`src/rtl/tcam_lookup_sched_if.sv`:
```
// Client-side bus of the TCAM lookup scheduler.
//   lk_valid/lk_id/lk_ready     : per-requester lookup request and one-hot grant
//   rsp_valid/rsp_port/rsp_hit/
//   rsp_dst/rsp_ready           : lookup result handshake
//   wr_valid/wr_addr/wr_data/
//   wr_mask/wr_ready            : TCAM entry write
//   flush_req/flush_done        : invalidate-all request and completion pulse
// master = requesters side, slave = scheduler side.
interface tcam_lookup_sched_if #(
  parameter int NUM_REQ     = 4,
  parameter int ID_Width    = 4,
  parameter int AddressSize = 4
);
  localparam int Bits = 2 * ID_Width;
  localparam int PW   = $clog2(NUM_REQ);

  logic [NUM_REQ-1:0]          lk_valid;
  logic [NUM_REQ*ID_Width-1:0] lk_id;
  logic [NUM_REQ-1:0]          lk_ready;

  logic                        rsp_valid;
  logic [PW-1:0]               rsp_port;
  logic                        rsp_hit;
  logic [ID_Width-1:0]         rsp_dst;
  logic                        rsp_ready;

  logic                        wr_valid;
  logic [AddressSize-1:0]      wr_addr;
  logic [Bits-1:0]             wr_data;
  logic [Bits-1:0]             wr_mask;
  logic                        wr_ready;

  logic                        flush_req;
  logic                        flush_done;

  modport master (
    output lk_valid, lk_id, rsp_ready, wr_valid, wr_addr, wr_data, wr_mask, flush_req,
    input  lk_ready, rsp_valid, rsp_port, rsp_hit, rsp_dst, wr_ready, flush_done
  );

  modport slave (
    input  lk_valid, lk_id, rsp_ready, wr_valid, wr_addr, wr_data, wr_mask, flush_req,
    output lk_ready, rsp_valid, rsp_port, rsp_hit, rsp_dst, wr_ready, flush_done
  );
endinterface

```
`src/rtl/tcam_lookup_sched.sv`:
```
// TCAM lookup scheduler: arbitrates flush, entry writes and round-robin lookups
// onto a single TCAM macro, one operation in flight at a time.
// Ports:
//   clk, rst          : rising-edge clock, synchronous active-high reset
//   bus (slave)       : lookup / response / write / flush handshakes
//   tcam_cs .. tcam_a : macro control strobes, data, mask and address
//   tcam_do, tcam_hit,
//   tcam_hitline      : macro read data, compare hit and per-word hit lines
//
// state   | meaning
// IDLE    | arbitrate flush > write > lookup
// WRITE   | write captured entry into TCAM (valid bit set)
// FLUSH   | invalidate all entries, pulse flush_done
// COMPARE | search with the granted packet ID in the upper half of the key
// READ    | read the first matching word, capture the result
// RESP    | hold the result until rsp_ready
module tcam_lookup_sched #(
  parameter int NUM_REQ     = 4,
  parameter int ID_Width    = 4,
  parameter int Bits        = 2 * ID_Width,
  parameter int AddressSize = 4,
  parameter int Words       = 2 ** AddressSize,
  parameter int PW          = $clog2(NUM_REQ)
) (
  input  logic                   clk,
  input  logic                   rst,
  tcam_lookup_sched_if.slave     bus,
  output logic                   tcam_cs,
  output logic                   tcam_wr,
  output logic                   tcam_cmp,
  output logic                   tcam_rd,
  output logic                   tcam_flush,
  output logic                   tcam_vbi,
  output logic [Bits-1:0]        tcam_di,
  output logic [Bits-1:0]        tcam_mskb,
  output logic [AddressSize-1:0] tcam_a,
  input  logic [Bits-1:0]        tcam_do,
  input  logic                   tcam_hit,
  input  logic [Words-1:0]       tcam_hitline
);

  typedef enum logic [2:0] {IDLE, WRITE, FLUSH, COMPARE, READ, RESP} state_t;

  state_t                 state;
  logic [PW-1:0]          last_grant;
  logic [PW-1:0]          gnt_q;
  logic [PW-1:0]          gnt_idx;
  logic [PW-1:0]          cand;
  logic                   gnt_any;
  logic [AddressSize-1:0] wr_addr_q;
  logic [AddressSize-1:0] hit_idx;
  logic                   idle_ok;
  logic                   wr_take;
  logic                   lk_take;
  logic                   unused_do;

  assign unused_do = ^tcam_do[Bits-1:ID_Width];

  // Round-robin search starting just after the last granted requester.
  always_comb begin
    gnt_any = 1'b0;
    gnt_idx = '0;
    cand    = '0;
    for (int i = 0; i < NUM_REQ; i++) begin
      cand = last_grant + PW'(i + 1);
      if (!gnt_any && bus.lk_valid[cand]) begin
        gnt_any = 1'b1;
        gnt_idx = cand;
      end
    end
  end

  // Lowest matching word wins; no match reads word 0.
  always_comb begin
    hit_idx = '0;
    for (int i = Words - 1; i >= 0; i--) begin
      if (tcam_hitline[i]) hit_idx = AddressSize'(i);
    end
  end

  // Ready outputs are combinational so a request is accepted in the same
  // IDLE cycle it is granted; they stay low while reset is applied.
  assign idle_ok      = !rst && (state == IDLE);
  assign wr_take      = idle_ok && !bus.flush_req && bus.wr_valid;
  assign lk_take      = idle_ok && !bus.flush_req && !bus.wr_valid && gnt_any;
  assign bus.wr_ready = wr_take;

  always_comb begin
    bus.lk_ready = '0;
    if (lk_take) bus.lk_ready[gnt_idx] = 1'b1;
  end

  assign tcam_a = (state == WRITE) ? wr_addr_q :
                  (state == READ)  ? hit_idx   : '0;

  always_ff @(posedge clk) begin
    if (rst) begin
      state          <= IDLE;
      last_grant     <= PW'(NUM_REQ - 1);
      gnt_q          <= '0;
      wr_addr_q      <= '0;
      bus.rsp_valid  <= 1'b0;
      bus.rsp_port   <= '0;
      bus.rsp_hit    <= 1'b0;
      bus.rsp_dst    <= '0;
      bus.flush_done <= 1'b0;
      tcam_cs        <= 1'b0;
      tcam_wr        <= 1'b0;
      tcam_cmp       <= 1'b0;
      tcam_rd        <= 1'b0;
      tcam_flush     <= 1'b0;
      tcam_vbi       <= 1'b0;
      tcam_di        <= '0;
      tcam_mskb      <= '0;
    end else begin
      // Strobes are single-cycle: set on entry to their state, cleared here.
      tcam_cs        <= 1'b0;
      tcam_wr        <= 1'b0;
      tcam_cmp       <= 1'b0;
      tcam_rd        <= 1'b0;
      tcam_flush     <= 1'b0;
      tcam_vbi       <= 1'b0;
      tcam_di        <= '0;
      tcam_mskb      <= '0;
      bus.flush_done <= 1'b0;
      case (state)
        IDLE: begin
          if (bus.flush_req) begin
            state          <= FLUSH;
            tcam_cs        <= 1'b1;
            tcam_flush     <= 1'b1;
            bus.flush_done <= 1'b1;
          end else if (bus.wr_valid) begin
            state     <= WRITE;
            wr_addr_q <= bus.wr_addr;
            tcam_cs   <= 1'b1;
            tcam_wr   <= 1'b1;
            tcam_vbi  <= 1'b1;
            tcam_di   <= bus.wr_data;
            tcam_mskb <= bus.wr_mask;
          end else if (gnt_any) begin
            state      <= COMPARE;
            last_grant <= gnt_idx;
            gnt_q      <= gnt_idx;
            tcam_cs    <= 1'b1;
            tcam_cmp   <= 1'b1;
            // Key = {id, don't-care}; only the ID half takes part in the match.
            tcam_di    <= {bus.lk_id[gnt_idx*ID_Width +: ID_Width], {ID_Width{1'b0}}};
            tcam_mskb  <= {{ID_Width{1'b1}}, {ID_Width{1'b0}}};
          end
        end
        WRITE, FLUSH: state <= IDLE;
        COMPARE: begin
          state   <= READ;
          tcam_cs <= 1'b1;
          tcam_rd <= 1'b1;
        end
        READ: begin
          state         <= RESP;
          bus.rsp_valid <= 1'b1;
          bus.rsp_port  <= gnt_q;
          bus.rsp_hit   <= tcam_hit;
          bus.rsp_dst   <= tcam_hit ? tcam_do[ID_Width-1:0] : '0;
        end
        RESP: begin
          if (bus.rsp_ready) begin
            bus.rsp_valid <= 1'b0;
            state         <= IDLE;
          end
        end
        default: state <= IDLE;
      endcase
    end
  end

endmodule

```
`src/flat_wrapper.sv`:
```
// flat-port wrapper written by rule: the top's interface ports become plain ports
module tcam_lookup_sched_flat 
#(
  parameter int NUM_REQ     = 4,
  parameter int ID_Width    = 4,
  parameter int Bits        = 2 * ID_Width,
  parameter int AddressSize = 4,
  parameter int Words       = 2 ** AddressSize,
  parameter int PW          = $clog2(NUM_REQ)
)
  (clk, rst, tcam_cs, tcam_wr, tcam_cmp, tcam_rd, tcam_flush, tcam_vbi, tcam_di, tcam_mskb, tcam_a, tcam_do, tcam_hit, tcam_hitline, bus_lk_valid, bus_lk_id, bus_rsp_ready, bus_wr_valid, bus_wr_addr, bus_wr_data, bus_wr_mask, bus_flush_req, bus_lk_ready, bus_rsp_valid, bus_rsp_port, bus_rsp_hit, bus_rsp_dst, bus_wr_ready, bus_flush_done);
  tcam_lookup_sched_if #(.NUM_REQ(NUM_REQ), .ID_Width(ID_Width), .AddressSize(AddressSize)) bus_i ();
  input  logic clk;
  input  logic rst;
  output logic tcam_cs;
  output logic tcam_wr;
  output logic tcam_cmp;
  output logic tcam_rd;
  output logic tcam_flush;
  output logic tcam_vbi;
  output logic [Bits-1:0] tcam_di;
  output logic [Bits-1:0] tcam_mskb;
  output logic [AddressSize-1:0] tcam_a;
  input  logic [Bits-1:0] tcam_do;
  input  logic tcam_hit;
  input  logic [Words-1:0] tcam_hitline;
  input wire logic [$bits(bus_i.lk_valid)-1:0] bus_lk_valid;
  input wire logic [$bits(bus_i.lk_id)-1:0] bus_lk_id;
  input wire logic [$bits(bus_i.rsp_ready)-1:0] bus_rsp_ready;
  input wire logic [$bits(bus_i.wr_valid)-1:0] bus_wr_valid;
  input wire logic [$bits(bus_i.wr_addr)-1:0] bus_wr_addr;
  input wire logic [$bits(bus_i.wr_data)-1:0] bus_wr_data;
  input wire logic [$bits(bus_i.wr_mask)-1:0] bus_wr_mask;
  input wire logic [$bits(bus_i.flush_req)-1:0] bus_flush_req;
  output wire logic [$bits(bus_i.lk_ready)-1:0] bus_lk_ready;
  output wire logic [$bits(bus_i.rsp_valid)-1:0] bus_rsp_valid;
  output wire logic [$bits(bus_i.rsp_port)-1:0] bus_rsp_port;
  output wire logic [$bits(bus_i.rsp_hit)-1:0] bus_rsp_hit;
  output wire logic [$bits(bus_i.rsp_dst)-1:0] bus_rsp_dst;
  output wire logic [$bits(bus_i.wr_ready)-1:0] bus_wr_ready;
  output wire logic [$bits(bus_i.flush_done)-1:0] bus_flush_done;
  assign bus_i.lk_valid = bus_lk_valid;
  assign bus_i.lk_id = bus_lk_id;
  assign bus_i.rsp_ready = bus_rsp_ready;
  assign bus_i.wr_valid = bus_wr_valid;
  assign bus_i.wr_addr = bus_wr_addr;
  assign bus_i.wr_data = bus_wr_data;
  assign bus_i.wr_mask = bus_wr_mask;
  assign bus_i.flush_req = bus_flush_req;
  assign bus_lk_ready = bus_i.lk_ready;
  assign bus_rsp_valid = bus_i.rsp_valid;
  assign bus_rsp_port = bus_i.rsp_port;
  assign bus_rsp_hit = bus_i.rsp_hit;
  assign bus_rsp_dst = bus_i.rsp_dst;
  assign bus_wr_ready = bus_i.wr_ready;
  assign bus_flush_done = bus_i.flush_done;
  tcam_lookup_sched #(.NUM_REQ(NUM_REQ), .ID_Width(ID_Width), .Bits(Bits), .AddressSize(AddressSize), .Words(Words), .PW(PW)) u_core (.clk(clk), .rst(rst), .bus(bus_i), .tcam_cs(tcam_cs), .tcam_wr(tcam_wr), .tcam_cmp(tcam_cmp), .tcam_rd(tcam_rd), .tcam_flush(tcam_flush), .tcam_vbi(tcam_vbi), .tcam_di(tcam_di), .tcam_mskb(tcam_mskb), .tcam_a(tcam_a), .tcam_do(tcam_do), .tcam_hit(tcam_hit), .tcam_hitline(tcam_hitline));
endmodule
```
`config.mk`:
```
export PLATFORM = sky130hd
export DESIGN_NAME = tcam_lookup_sched_flat
export DESIGN_NICKNAME = d
export VERILOG_FILES = /design/src/rtl/tcam_lookup_sched_if.sv /design/src/rtl/tcam_lookup_sched.sv /design/src/flat_wrapper.sv
export SDC_FILE = /design/constraint.sdc
export NUM_CORES = 1
export LEC_CHECK = 0
export CAP_MARGIN = 5
export CORE_MARGIN = 1
export CORE_UTILIZATION = 38
export CTS_BUF_LIST = sky130_fd_sc_hd__clkbuf_4
export DETAILED_ROUTE_END_ITERATION = 8
export GPL_TIMING_DRIVEN = 0
export PLACE_DENSITY = 0.86
export SYNTH_ARGS = -nofsm -noshare
export SYNTH_HDL_FRONTEND = slang
export SYNTH_SLANG_ARGS = --single-unit
```
`constraint.sdc`:
```
create_clock -name clk -period 2.35 [get_ports clk]
set_input_delay 0.47 -clock clk [delete_from_list [all_inputs] [get_ports clk]]
set_output_delay 0.47 -clock clk [all_outputs]
set_load 0.005 [all_outputs]
```
==> results.toml <==
[synthesis]
synthArstFlopShare_pct = 0
synth-compound-area-share_pct = 17.7
syn-cell-area_um2 = 1780
ys_seq_elements = 40
yosys_warnings = 0
synthMuxAreaShare_pct = 7.85
synth_edf_count = 0
yosysSeqAreaShare_pct = 44.9
syn-instance-count = 192
synth_nets = 262
ys_types = 43
syn_area_per_cell_um2 = 9.29
synth_top_family_by_area = "simple AND/OR/NAND/NOR gates"
synthXorXnorAreaFrac_pct = 0
synth-simple-area-share_pct = 24.9
synthAdderAreaFrac_pct = 0
ys.flop_type = "dfxtp_1"

[drt]
num_vias = 1966
postRouteWirelength_um = 5620
initialDrtViolationCount = 85
wl_per_cell_um = 14.9
first_pass_iters = 7
drc = 23
ant_nets = 0
via_per_inst = 5.21

[worst_hold_path]
min_from = "u_core.gnt_q[1]"
min_path_cells = 2
min_path_type = "flip-flop to flip-flop"
min_to = "u_core.bus.rsp_port[1]"

[sta]
setup_ws_ns = 0.0593
slew_violations = 0
tightest_slew_ns = 0.534
fin_skew_ns = 0.0237
finalSetupViolations = 0
rsz0062_at_grt = "true"
slew_headroom_pct = 64.2
fin_crit_ns = 2.29
hold_violations = 0
clock.fmax_mhz = 437
period_share_pct = 97.5
fin_tns_setup_ns = 0

[critical_path]
worstPathRequired_ns = 1.88
r2r_cells = 7
cp-end-kind = "output pin"
r2r_start = "u_core.last_grant[1]"
critPathLaunch = "bus_lk_valid[2]"
start_kind = "input pin"
rr_endpoint = "u_core.tcam_di[4]"
critPathArrivalTime_ns = 1.82
crit_type = "input pin to output pin"
crit_fanout = 3
r2r_slack_ns = 0.52

[floorplan]
die_h_um = 70.5
num_rows = 24
chipWidth_um = 70.5
io_pins = 110
dieArea_um2 = 4970
core_area_um2 = 4440
initial_core_util_pct = 40.1

[cells_and_area]
areaGrowthSynthToFinish_pct = 83.4
finish.net_count = 395
n_antenna_cell = 0
fillers = 324
drive_above_1_share_pct = 23.7

[clocking]
numCtsBuffers = 5
cts_htree_levels = 2
cts_tree = "done"
worst_skew_pair.late_latency_ns = 0.35
clk_pin_slew_ns = 0.10
cts_root_buf = "clkbuf_4"
clkSinkCount = 40
cts_buffer_depth = 2

[placed_design]
gp_congestion = 0.739
place_hpwl_um = 3830
io_buffers = 105
pre_cts_slack_ns = -0.791

[power]
ir_drop_mv = 0.235
powerDensity_nw_per_um2 = 510
p_leak_uw = 0.00139

[global_route]
track_usage_pct = 22.9
grt_max_degree = 13
grt_pass1_wl_um = 8890
antenna_found_initial = 0
grt_pass1_vias = 1856
grt-ovfl-total = 0

[job]
maxCapViolations = 0

[run_status]
status = "finished with violations"
violations = "design-rule violations"
-- cell usage after synthesis (7+ instances only) --
library cell,number,area [µm²]
nor2_1,19,71.3
and2_1,10,62.6
nor3_1,7,35.0
nand2_1,16,60.1
dfxtp_1,40,801
a21oi_1,17,85.1
-- worst max-delay path by stage --
stage                                 end  slack (ns)  depth (start not counted)
after floorplan           bus_lk_ready[2]        0.34                          7
after global placement       bus_wr_ready       -0.75                          5
after detailed placement     bus_wr_ready       -0.79                          5
after CTS                    bus_wr_ready       -0.14                          5
after global routing            tcam_a[3]       -0.01                          5
final                     bus_lk_ready[2]        0.06                          9
-- per-stage QoR --
| stage | util [%] | power, µW | hold slack [ns] | cells | area [µm²] |
|---|---|---|---|---|---|
| after floorplan | - | 875 | 0.431 | 192 | 1780 |
| after global placement | 65.3 | 1060 | 0.440 | 349 | 2900 |
| after global routing | 73.6 | 1740 | 0.485 | 377 | 3270 |
| final | 73.6 | 1670 | 0.460 | 377 | 3270 |
| after CTS | 73.3 | 1670 | 0.461 | 375 | 3260 |
| after detailed placement | 65.3 | 1070 | 0.445 | 349 | 2900 |
-- critical path, cell delays in order --
cell	delay, ns
clkdlybuf4s15_2	0.21
or4_4	0.54
nand3_2	0.10
buf_4	0.11
nor2_2	0.03
buf_4	0.15
nand2_1	0.06
nor2_1	0.04
buf_2	0.12
-- placed cells by master, fill, tap and decap left out, drive strengths merged, types with 4 or more instances in the layout --
master / n
mux4: 4
nand2: 16
nor3b: 5
and2: 10
nor3: 8
clkdlybuf4s15: 5
a22o: 5
nand3b: 5
nand3: 6
clkbuf: 9
dfxtp: 40
dlygate4sd2: 7
clkdlybuf4s50: 83
inv: 5
a21oi: 17
dlymetal6s2s: 4
a21o: 6
mux2i: 5
nor2: 19
buf: 35
-- state kept, by name, indices dropped and copies added (netlist names), 2 cells and up --
register             cells
u_core.tcam_di           8
u_core.tcam_mskb         8
u_core.bus.rsp_dst       4
u_core.wr_addr_q         4
u_core.state             3
u_core.bus.rsp_port      2
u_core.gnt_q             2
u_core.last_grant        2
-- metal layers --
layer,track usage (%),share of wire [%],vias to the layer above,wire length [µm]
met1,26.6,40,919,2250
met2,41.4,51,91,2880
met5,0,0,-,0
met3,6.93,8.3,2,469
li1,-,-,954,-
met4,4.76,0.41,0,23
-- cells by family (layout without fill, tap and decap cells) --
kind of cell           count (synthesis)  count (layout)
AOI/OAI and AO/OA                     45              45
muxes                                  9               9
and+or+nand+nor                       81              81
DFF                                   40              40
buffers and inverters                 17             150
-- area by class of cell --
class / instances / area, µm² / area share (%)
inverter: 5 / 18.8 / 0.574
multi-input combinational: 135 / 990 / 30.2
clock inverter: 2 / 60.1 / 1.84
clock buffer: 5 / 37.5 / 1.15
timing repair buffer: 130 / 1230 / 37.5
tap: 52 / 65.1 / 1.99
buffer: 8 / 66.3 / 2.03
sequential: 40 / 808 / 24.7
-- power breakdown --
| group | switching, µW | internal (µW) | leakage [µW] |
|---|---|---|---|
| combinational | 150 | 252 | 0.00101 |
| sequential | 16.6 | 709 | 0.000327 |
| clock | 214 | 326 | 0.0000513 |
-- timing repair --
action                                  in CTS  in global routing
gates resized for setup                     75                  8
endpoints found under the setup margin       9                  9
hold buffers                                 0                  0
buffers inserted                            20                  6
pin swaps                                   13                 11
Note: power is estimated with default switching activity, not from simulation.
